[src/rtl/gray_ctrl_pkg.sv]
// Shared definitions for the Gray counter run/pause/step controller:
// state encodings and the command arbitration order.
package gray_ctrl_pkg;

  typedef logic [1:0] state_t;

  localparam state_t IDLE  = 2'b00;
  localparam state_t RUN   = 2'b01;
  localparam state_t PAUSE = 2'b10;
  localparam state_t DONE  = 2'b11;

  typedef enum logic [2:0] {
    CMD_NONE,
    CMD_STEP,
    CMD_START,
    CMD_STOP,
    CMD_CLEAR
  } cmd_t;

  // Only the highest-priority command of a cycle is acted on; the rest are dropped.
  function automatic cmd_t pick_cmd(input logic clear, input logic stop,
                                    input logic start, input logic step);
    if (clear)      return CMD_CLEAR;
    else if (stop)  return CMD_STOP;
    else if (start) return CMD_START;
    else if (step)  return CMD_STEP;
    else            return CMD_NONE;
  endfunction

endpackage

[src/rtl/btn_conditioner.sv]
// One push-button path: 2-FF synchroniser, debounce counter, registered
// rising-edge pulse on the debounced level.
module btn_conditioner #(
  parameter int unsigned DEBOUNCE = 1000000
) (
  input  logic clk,
  input  logic rst,
  input  logic btn_raw,
  output logic btn_level,
  output logic btn_rise
);

  localparam int unsigned CW = (DEBOUNCE > 1) ? $clog2(DEBOUNCE) : 1;
  localparam logic [CW-1:0] CNT_LAST = CW'(DEBOUNCE - 1);

  logic [1:0]    sync_q;
  logic          level_q, level_d;
  logic          level_dly_q;
  logic          rise_q;
  logic [CW-1:0] cnt_q, cnt_d;

  // The level flips on the DEBOUNCE-th consecutive cycle of disagreement.
  always_comb begin
    cnt_d   = '0;
    level_d = level_q;
    if (sync_q[1] != level_q) begin
      if (cnt_q == CNT_LAST) level_d = sync_q[1];
      else                   cnt_d   = cnt_q + 1'b1;
    end
  end

  always_ff @(posedge clk or negedge rst) begin
    if (!rst) begin
      sync_q      <= '0;
      level_q     <= 1'b0;
      level_dly_q <= 1'b0;
      rise_q      <= 1'b0;
      cnt_q       <= '0;
    end else begin
      sync_q      <= {sync_q[0], btn_raw};
      level_q     <= level_d;
      level_dly_q <= level_q;
      rise_q      <= level_q & ~level_dly_q;
      cnt_q       <= cnt_d;
    end
  end

  assign btn_level = level_q;
  assign btn_rise  = rise_q;

endmodule

[src/rtl/gray_run_ctrl.sv]
// Run/pause/single-step controller gating the 1 Hz tick into the Gray
// counter enable, with a tick counter and programmable auto-stop limit.
module gray_run_ctrl
  import gray_ctrl_pkg::*;
#(
  parameter int unsigned DEBOUNCE = 1000000,
  parameter int unsigned TICK_W   = 16
) (
  input  logic              clk,
  input  logic              rst,
  input  logic              btn_start,
  input  logic              btn_stop,
  input  logic              btn_step,
  input  logic              btn_clear,
  input  logic              pulse_in,
  input  logic [TICK_W-1:0] stop_count,
  output logic              cnt_en,
  output logic              cnt_clr,
  output logic [1:0]        state,
  output logic [TICK_W-1:0] ticks,
  output logic              done
);

  logic [3:0] btn_raw;
  logic [3:0] btn_rise;
  logic [3:0] btn_level_unused;

  assign btn_raw = {btn_clear, btn_step, btn_stop, btn_start};

  for (genvar g = 0; g < 4; g++) begin : g_btn
    btn_conditioner #(.DEBOUNCE(DEBOUNCE)) u_btn (
      .clk       (clk),
      .rst       (rst),
      .btn_raw   (btn_raw[g]),
      .btn_level (btn_level_unused[g]),
      .btn_rise  (btn_rise[g])
    );
  end

  cmd_t              cmd;
  state_t            state_q, state_d;
  logic [TICK_W-1:0] ticks_q, ticks_d, ticks_inc;
  logic              en_q, en_d;
  logic              clr_q, clr_d;
  logic              issue;

  assign cmd       = pick_cmd(btn_rise[3], btn_rise[1], btn_rise[0], btn_rise[2]);
  assign ticks_inc = ticks_q + 1'b1;

  always_comb begin
    state_d = state_q;
    ticks_d = ticks_q;
    en_d    = 1'b0;
    clr_d   = 1'b0;
    issue   = 1'b0;
    case (state_q)
      IDLE: begin
        if (cmd == CMD_START)     state_d = RUN;
        else if (cmd == CMD_STEP) issue   = 1'b1;
      end
      RUN: begin
        if (cmd == CMD_STOP) state_d = PAUSE;
        else if (pulse_in)   issue   = 1'b1;
      end
      PAUSE: begin
        if (cmd == CMD_START)     state_d = RUN;
        else if (cmd == CMD_STEP) issue   = 1'b1;
      end
      DONE:    ;
      default: ;
    endcase
    if (issue) begin
      en_d    = 1'b1;
      ticks_d = ticks_inc;
      if (stop_count != '0 && ticks_inc >= stop_count) state_d = DONE;
    end
    // Clear overrides anything decided above, including a tick in the same cycle.
    if (cmd == CMD_CLEAR) begin
      state_d = IDLE;
      ticks_d = '0;
      en_d    = 1'b0;
      clr_d   = 1'b1;
    end
  end

  always_ff @(posedge clk or negedge rst) begin
    if (!rst) begin
      state_q <= IDLE;
      ticks_q <= '0;
      en_q    <= 1'b0;
      clr_q   <= 1'b0;
    end else begin
      state_q <= state_d;
      ticks_q <= ticks_d;
      en_q    <= en_d;
      clr_q   <= clr_d;
    end
  end

  assign cnt_en  = en_q;
  assign cnt_clr = clr_q;
  assign state   = state_q;
  assign ticks   = ticks_q;
  assign done    = (state_q == DONE);

endmodule

[config.mk]
export PLATFORM = sky130hd
export DESIGN_NAME = gray_run_ctrl
export DESIGN_NICKNAME = d
export VERILOG_FILES = /design/src/rtl/gray_ctrl_pkg.sv /design/src/rtl/btn_conditioner.sv /design/src/rtl/gray_run_ctrl.sv
export SDC_FILE = /design/constraint.sdc
export NUM_CORES = 1
export LEC_CHECK = 0
export ABC_AREA = 1
export CAP_MARGIN = 20
export CELL_PAD_IN_SITES_DETAIL_PLACEMENT = 1
export CELL_PAD_IN_SITES_GLOBAL_PLACEMENT = 1
export CORE_MARGIN = 3
export CORE_UTILIZATION = 48
export CTS_BUF_LIST = sky130_fd_sc_hd__clkbuf_16
export CTS_CLUSTER_SIZE = 12
export DETAILED_ROUTE_END_ITERATION = 10
export PLACE_DENSITY_LB_ADDON = 0.1
export SLEW_MARGIN = 15
export SYNTH_ARGS = -nofsm -noshare
export SYNTH_HDL_FRONTEND = slang
export SYNTH_SLANG_ARGS = --single-unit
[constraint.sdc]
create_clock -name clk -period 3.7 [get_ports clk]
set_input_delay 0.925 -clock clk [delete_from_list [all_inputs] [get_ports clk]]
set_output_delay 0.925 -clock clk [all_outputs]
set_load 0.03 [all_outputs]
==> impl_metrics.yaml, run 1 <==
die:
  fp-row-count: 41
  io_pins: 44
  dieArea_sq_um: 14800
  start_util_pct: 50.0
  core_area_sq_um: 12900
  die_x_um: 122
  die_h_um: 122
yosys:
  synth.avg_cell_area_sq_um: 8.04
  syn-num-nets: 844
  synthArstFlopShare_pct: 100
  ys_warn_count: 0
  ys.flop_type: "dfrtp_1"
  synth.largest_area_cell: "dfrtp_1"
  synth_cells: 800
  netlist_area_sq_um: 6430
  synth-edff-count: 0
  ys_top_cells_by_count: "nand2_1, nor2_1, inv_1"
  ys_ff_latch: 120
  yosysSeqAreaShare_pct: 46.7
  synth_top_area_share_pct: 46.7
  synth.most_common_cell: "nand2_1"
  synth_area_leaders: "dfrtp_1, nand2_1, nor2_1, inv_1, xor2_1"
  yosysUniqueCellTypes: 36
detailed_routing:
  drt_iter0_drc: 227
  wl_per_cell_um: 16.1
  drtAntennaViolNets: 0
  drc_errors: 0
  drt-total-wl_mm: 16.9
  vias_per_cell: 5.28
  vias: 5529
  first_pass_iters: 4
sta:
  finalCriticalPeriod_ns: 2.54
  rsz0062_at_grt: "no"
  worst_slew_pin_slew_ns: 0.866
  slew_headroom_pct: 42.3
  setup_tns_ns: 0
  maxSlewViolCount: 0
  timing.final.crit_share_pct: 68.6
  setup_violations: 0
  hold_viol_final: 0
  skew_ns: 0.00700
  fmax_mhz: 394
setup_path:
  crit_type: "reg2out"
  required_ns: 2.77
  critPathLaunchType: "register"
  cp_max_fo: 5
  critPathCaptureType: "output pin"
  crit_arrival_ns: 1.61
placed_design:
  post-dp-hpwl_mm: 11.8
  place_congestion: 0.833
  dp_cells: 1015
  io_buffers: 43
cts:
  cts_root_buf: "clkbuf_16"
  clkTransAtPathRegs_ns: 0.06
  cts_inserted_buffers: 17
  holdBufCountCts: 0
  clkLatencyLatePin_ns: 0.42
  htreeDepth: 4
  post_cts_buffers: 0
  clockBufferDepth: 2
  tritoncts: "done"
  cts_resized: 0
  clock-sinks: 120
outcome:
  outcome: "finished, final reports clean"
power:
  combPwrFrac_pct: 3.7
  power_density_nw_per_um2: 417
  max-vdd-ir-drop_mv: 0.362
  p_seq_share_pct: 41.7
  p_leak_uw: 0.00363
  power.share.clock_pct: 54.6
  p_int_uw: 2500
  p_switching_uw: 719
  p_sw_share_pct: 22.3
grt:
  grt.overflow.total: 0
  antenna_found_initial: 0
  grt_max_degree: 64
  first_global_vias: 5984
  groute.usage.overall_pct: 24.2
  grt_pass1_wl_mm: 28.3
cells_and_area:
  fillers: 1544
  final_nets: 906
  drive_above_1_share_pct: 8.46
  utilization_pct: 59.9
  diodes: 0
  instances_no_fill: 1047
  syn_to_final_growth_pct: 20.0
job:
  drv_cap: 0
min_path:
  hold_path.class: "reg2reg"
logic make-up (layout without fill, tap and decap cells):
logic type      after synthesis  in the layout  share of synthesized area (%)
compound gates               56             56                           4.63
simple gates                431            431                           31.1
flops                       120            120                           46.7
mux                           1              1                          0.175
fa+ha+maj                    21             21                           4.08
xor+xnor                     42             42                           5.72
buf+inv                     129            204                           7.59
metrics by stage:
stage / setup WS [ns] / area [sq um] / hold WS (ns) / total power, uW
after global placement: 1.20 / 7090 / 0.335 / 1480
after floorplan: 1.40 / 6430 / 0.331 / 1410
after detailed placement: 1.09 / 7090 / 0.336 / 1490
after global routing: 1.04 / 7720 / 0.356 / 3320
after CTS: 1.13 / 7720 / 0.349 / 3250
final: 1.16 / 7720 / 0.348 / 3220
layout make-up:
class                           count  area, sq um  share of cell area, %
Clock inverter                     15          201                   2.61
Tap cell                          172          215                   2.79
Inverter                          127          477                   6.18
Sequential cell                   120         3000                   38.9
Timing Repair Buffer               45          455                   5.90
Clock buffer                       17          425                   5.51
Multi-Input combinational cell    551         2940                   38.1
path summary, 6_finish.rpt:
check	endpoint	depth (start not counted)	slack, ns	start
worst max-delay path	done	3	1.16	state[0]
worst min-delay path	g_btn[0].u_btn.sync_q[1]	0	0.35	g_btn[0].u_btn.sync_q[0]
worst max register to register	state[1]	13	1.21	ticks[0]
worst min register to register	g_btn[0].u_btn.sync_q[1]	0	0.35	g_btn[0].u_btn.sync_q[0]
max in group asynchronous	g_btn[2].u_btn.cnt_q[1]	2	2.21	rst
min in group asynchronous	ticks[4]	1	0.62	rst
worst max-delay path: stages (launching register included):
cell	delay (ns)
dfrtp_1	0.41
nand2_1	0.07
inv_1	0.05
clkdlybuf4s50_1	0.66
routing by layer:
layer	vias up	GRT usage [%]	part of all wire (%)
met2	87	43.6	52
met4	0	7.70	1.5
met1	2750	29.3	44
met3	21	4.60	2.8
met5	-	0	0
li1	2671	-	-
power groups by stage:
stage	combinational, uW	sequential [uW]	clock, uW
final	120	1340	1760
after global routing	137	1340	1840
after CTS	124	1340	1780
after detailed placement	122	1360	0
after global placement	115	1360	0
after floorplan	49.5	1360	0
sequential cells by signal, summed over array words and instances (netlist names):
signal                   count
g_btn.u_btn.cnt_q           80
cnt_clr                      1
cnt_en                       1
g_btn.u_btn.btn_rise         4
state                        2
g_btn.u_btn.btn_level        4
ticks                       16
g_btn.u_btn.sync_q           8
g_btn.u_btn.level_dly_q      4
layout by cell type, fill, tap and decap left out, types with 6 or more instances in the layout:
cell,n
clkbuf_16,17
o21ai_0,17
inv_1,123
nand2_2,6
a21oi_1,26
xor2_1,36
xnor2_1,6
nand4_1,23
nor3_1,40
ha_1,21
clkdlybuf4s50_1,42
nand3_1,29
nand2_1,149
dfrtp_1,120
nor2_1,145
clkinvlp_4,6
o22ai_1,7
(Power assumes the default switching activity.)
==> run 2: changes to the inputs <==
--- a/config.mk
+++ b/config.mk
@@ -10,7 +10,7 @@
 export CELL_PAD_IN_SITES_DETAIL_PLACEMENT = 1
 export CELL_PAD_IN_SITES_GLOBAL_PLACEMENT = 1
 export CORE_MARGIN = 3
-export CORE_UTILIZATION = 48
+export CORE_UTILIZATION = 45
 export CTS_BUF_LIST = sky130_fd_sc_hd__clkbuf_16
 export CTS_CLUSTER_SIZE = 12
 export DETAILED_ROUTE_END_ITERATION = 10
==> constraint.sdc (replaced) <==
create_clock -name clk -period 2.5 [get_ports clk]
set_input_delay 0.625 -clock clk [delete_from_list [all_inputs] [get_ports clk]]
set_output_delay 0.625 -clock clk [all_outputs]
set_load 0.03 [all_outputs]
==> run 2 against run 1 <==
Clock-buffer cell count unchanged. Routed wire length fell by 2.5%. Sequential cell count unchanged. Critical endpoint is now state[0].
==> impl_metrics.yaml, run 2 (synthesis gave the netlist of run 1 again) <==
grt:
  grtUsageMet2_pct: 38.4
  grt.overflow.total: 0
  first_global_vias: 6018
  met1_usage_pct: 27.5
  antenna_found_initial: 0
  grt_pass1_wl_mm: 28.5
  grt_max_degree: 40
  groute.usage.overall_pct: 22.0
  grt-busiest-layer: "met2"
  use_met3_pct: 4.61
setup_path:
  cp_cell_sequence: "nand4_1 > nand3b_2 > nor2_1 > xor2_1 > ha_1 > a21oi_1 > o21ai_0 > a21oi_1 > nand2_1 > nand2_1 > a21oi_1"
  critPathLaunchType: "register"
  crit_top_cell: "a21oi_1"
  crit_type: "reg2reg"
  cp_max_fo: 5
  required_ns: 2.79
  slowest_delay_ns: 0.45
  cp_top_family: "simple AND/OR/NAND/NOR gates"
  critPathCaptureType: "register"
  cp.buffers_inverters: 0
  crit_arrival_ns: 2.62
  crit_slowest_cell: "dfrtp_1"
detailed_routing:
  drt-total-wl_mm: 16.5
  drt_iter0_drc: 333
  vias_per_cell: 5.26
  drtAntennaViolNets: 0
  vias: 5577
  first_pass_iters: 5
  drc_errors: 0
  wl_per_cell_um: 15.5
cts:
  cts_root_buf: "clkbuf_16"
  cts_inserted_buffers: 17
  clock-sinks: 120
  htreeDepth: 4
  clkLatencyLatePin_ns: 0.41
  tritoncts: "done"
  clockBufferDepth: 2
  clkTransAtPathRegs_ns: 0.06
  holdBufCountCts: 0
cells_and_area:
  final_common_cell: "nand2_1"
  fillers: 1690
  diodes: 0
  multi_input_area_sq_um: 2960
  register_area_sq_um: 3010
  final_cell_mix: "nand2_1, nor2_1, inv_1"
  largest-register: "g_btn.u_btn.cnt_q"
  syn_to_final_growth_pct: 20.4
  final_nets: 911
  drive_above_1_share_pct: 8.75
  final_area_sq_um: 7750
  largest_register_ffs: 80
sta:
  setup_tns_ns: 0
  layout_setup_ws_ns: 0.170
  setup_violations: 0
  timing.final.crit_share_pct: 93.2
  finalCriticalPeriod_ns: 2.33
  maxSlewViolCount: 0
  worst_slew_pin_slew_ns: 0.475
  hold_viol_final: 0
  fmax_mhz: 429
  slew_headroom_pct: 68.1
  skew_ns: 0.00824
power:
  max-vdd-ir-drop_mv: 0.415
  power_density_nw_per_um2: 590
  finalPower_uw: 4570
  p_leak_uw: 0.00368
die:
  die_h_um: 126
  core_area_sq_um: 13900
  die_x_um: 126
  start_util_pct: 46.2
  fp-row-count: 43
  io_pins: 44
  dieArea_sq_um: 15800
placed_design:
  post-dp-hpwl_mm: 11.9
  place_congestion: 0.916
  pre_cts_slack_ns: 0.102
  io_buffers: 43
  placed_area_sq_um: 7130
job:
  drv_cap: 0
min_path:
  hold_path.class: "in2async"
outcome:
  outcome: "finished, final reports clean"
[run 2: cell count changes in the layout (fill, tap and decap cells not counted), moves of 2 or more]
cell / change
clkinvlp_4: -5
dfrtp_2: +2
dfrtp_1: -2
clkinv_1: +3
inv_1: +5
inv_6: -2
buf_4: +4
[run 2: layer usage]
| layer | part of all wire (%) | vias up |
|---|---|---|
| li1 | - | 2693 |
| met1 | 46 | 2771 |
| met2 | 49 | 88 |
| met3 | 3.1 | 25 |
| met4 | 1.7 | 0 |
| met5 | 0 | - |
[run 2: final timing paths]
path | from | end | slack (ns) | cells past startpoint
hold reg to reg | g_btn[2].u_btn.sync_q[0] | g_btn[2].u_btn.sync_q[1] | 0.35 | 0
setup / recovery | ticks[8] | state[0] | 0.17 | 11
min in group clk | g_btn[2].u_btn.sync_q[0] | g_btn[2].u_btn.sync_q[1] | 0.35 | 0
setup reg to reg | ticks[8] | state[0] | 0.17 | 11
hold / removal | rst | g_btn[2].u_btn.cnt_q[14] | 0.15 | 1
max in group asynchronous | rst | ticks[5] | 1.67 | 2
[run 2: metrics by stage]
stage               cells  hold WS [ns]  utilization, %
finish               1060         0.154            55.6
floorplan             800         0.329               -
global placement     1025         0.334            51.2
detailed placement   1025         0.340            51.2
global route         1060         0.158            55.6
CTS                  1057         0.148            55.3
[run 2: final cells by class]
cell class	count	share of cell area [%]
Tap cell	180	2.91
Clock buffer	17	5.49
Inverter	127	6.15
Clock inverter	15	1.89
Timing Repair Buffer	50	6.52
Multi-Input combinational cell	551	38.2
Sequential cell	120	38.8
[run 2: power by group]
part,total (uW),internal (uW),switching (uW),leakage [uW]
Combinational,183,70.1,113,0.00175
Sequential,1990,1970,19.0,0.00163
Clock,2400,1530,871,0.000295
Total,4570,3570,1000,0.00368
[run 2: timing repair]
action                     4_1_cts  5_1_grt
setup buffers                    0        3
setup endpoints to repair        0        2
gates resized for setup          0        8
==> run 3: changes to the inputs <==
--- a/config.mk
+++ b/config.mk
@@ -10,7 +10,7 @@
 export CELL_PAD_IN_SITES_DETAIL_PLACEMENT = 1
 export CELL_PAD_IN_SITES_GLOBAL_PLACEMENT = 1
 export CORE_MARGIN = 3
-export CORE_UTILIZATION = 45
+export CORE_UTILIZATION = 35
 export CTS_BUF_LIST = sky130_fd_sc_hd__clkbuf_16
 export CTS_CLUSTER_SIZE = 12
 export DETAILED_ROUTE_END_ITERATION = 10
==> run 3 against run 2 <==
Clock power grew 19%. Power grew 9.8%. Clock-buffer cell count is the same. Design area grew 1.8%. Final cell count grew 4.2%. Combinational power is essentially flat. Fmax shrank 0.47%. Global-route usage shrank 4.8 points. Die area grew 27%. Sequential share of layout area shrank 0.70 points. Critical path depth grew 2. Largest power group unchanged.
==> impl_metrics.yaml, run 3 (synthesis gave the netlist of run 1 again) <==
setup_path:
  crit_type: "reg2reg"
  cp.buffers_inverters: 1
  cp_max_fo: 6
  crit_arrival_ns: 2.67
  worst-path-stages: 13
  critPathLaunchType: "register"
  crit_top_cell: "nand2_1"
  cp_top_family: "simple AND/OR/NAND/NOR gates"
  required_ns: 2.83
  reg2reg_depth: 13
  critPathCaptureType: "register"
  cp_cell_sequence: "ha_1 > nand2_1 > nor2_1 > nand3_1 > o21ai_0 > inv_1 > ha_1 > nand4_1 > nor3_1 > nand2_1 > nand2_1 > nand2_1 > a21oi_1"
  slowest_delay_ns: 0.40
  crit_slowest_cell: "dfrtp_2"
grt:
  grt.overflow.total: 0
  antenna_found_initial: 0
  groute.usage.overall_pct: 17.2
  grt_pass1_wl_mm: 28.3
  grt_max_degree: 39
  first_global_vias: 5904
outcome:
  outcome: "finished, final reports clean"
sta:
  worst_slew_pin_slew_ns: 0.504
  timing.final.crit_share_pct: 93.7
  skew_ns: 0.00718
  hold_viol_final: 0
  setup_tns_ns: 0
  slew_headroom_pct: 66.4
  setup_violations: 0
  fmax_mhz: 427
  finalCriticalPeriod_ns: 2.34
  rsz0062_at_grt: "no"
  maxSlewViolCount: 0
cts:
  clkTransAtPathRegs_ns: 0.05
  cts_inserted_buffers: 17
  clock-sinks: 120
  clockBufferDepth: 2
  htreeDepth: 4
  holdBufCountCts: 0
  cts_root_buf: "clkbuf_16"
  clkLatencyLatePin_ns: 0.41
  tritoncts: "done"
cells_and_area:
  final_nets: 910
  largest-register: "g_btn.u_btn.cnt_q"
  diodes: 0
  largest_register_ffs: 80
  utilization_pct: 44.7
  register_area_sq_um: 3010
  drive_above_1_share_pct: 8.76
  final_common_cell: "nand2_1"
  final_cell_mix: "nand2_1, nor2_1, inv_1"
  syn_to_final_growth_pct: 22.6
  final_area_sq_um: 7890
  instances_no_fill: 1104
  multi_input_area_sq_um: 2950
  fillers: 2142
detailed_routing:
  vias: 5320
  drc_errors: 0
  first_pass_iters: 4
  drtAntennaViolNets: 0
  drt-total-wl_mm: 16.4
  vias_per_cell: 4.82
  drt_iter0_drc: 168
  wl_per_cell_um: 14.9
power:
  p_leak_uw: 0.00369
  finalPower_uw: 5020
  max-vdd-ir-drop_mv: 0.775
  power_density_nw_per_um2: 636
placed_design:
  placed_area_sq_um: 7190
  io_buffers: 43
  dp_cells: 1070
  post-dp-hpwl_mm: 12.3
  place_congestion: 0.859
job:
  drv_cap: 0
die:
  fp-row-count: 48
  die_x_um: 142
  dieArea_sq_um: 20000
  io_pins: 44
  core_area_sq_um: 17700
  die_h_um: 142
  start_util_pct: 36.4
min_path:
  hold_path.class: "in2async"
## run 3: repair_timing
action | CTS | global route
setup buffers | 0 | 2
endpoints found under the setup margin | 0 | 2
resized for setup | 0 | 3
## run 3: area by class of cell
cell class | instances | share of cell area, %
Sequential cell | 120 | 38.1
Timing Repair Buffer | 49 | 6.31
Clock buffer | 17 | 5.39
Multi-Input combinational cell | 551 | 37.4
Inverter | 127 | 6.04
Tap cell | 225 | 3.57
Clock inverter | 15 | 3.24
## run 3: path summary, 6_finish.rpt
kind / endpoint / slack, ns / startpoint
max in group asynchronous: g_btn[1].u_btn.cnt_q[17] / 1.69 / rst
worst max register to register: state[1] / 0.16 / ticks[0]
min in group clk: g_btn[3].u_btn.sync_q[1] / 0.35 / g_btn[3].u_btn.sync_q[0]
worst min register to register: g_btn[3].u_btn.sync_q[1] / 0.35 / g_btn[3].u_btn.sync_q[0]
worst min-delay path: ticks[1] / 0.18 / rst
worst max-delay path: state[1] / 0.16 / ticks[0]
## run 3: per-layer routing
metal	track usage (%)	vias to the layer above	part of all wire [%]
met3	4.35	13	3.4
met4	3.84	0	0.98
met5	0	-	0
met1	21.9	2566	48
li1	-	2674	-
met2	29.7	67	48
## run 3: power by group
part | internal [uW] | switching, uW
registers | 1970 | 19.8
clock network | 1960 | 894
logic | 70.3 | 113
total | 3990 | 1030
## run 3: metrics by stage
stage	hold WS (ns)	worst slack, ns
2_1_floorplan	0.329	0.199
3_3_place_gp	0.335	0.193
3_5_place_dp	0.337	0.139
4_1_cts	0.195	0.132
5_1_grt	0.217	0.00461
6_report	0.185	0.159
## run 3: worst register-to-register path, cell delays in order (launching register included)
cell and delay (ns):
dfrtp_2 0.40, ha_1 0.20, nand2_1 0.09, nor2_1 0.15
nand3_1 0.16, o21ai_0 0.30, inv_1 0.08, ha_1 0.29
nand4_1 0.12, nor3_1 0.16, nand2_1 0.08, nand2_1 0.05
nand2_1 0.06, a21oi_1 0.14
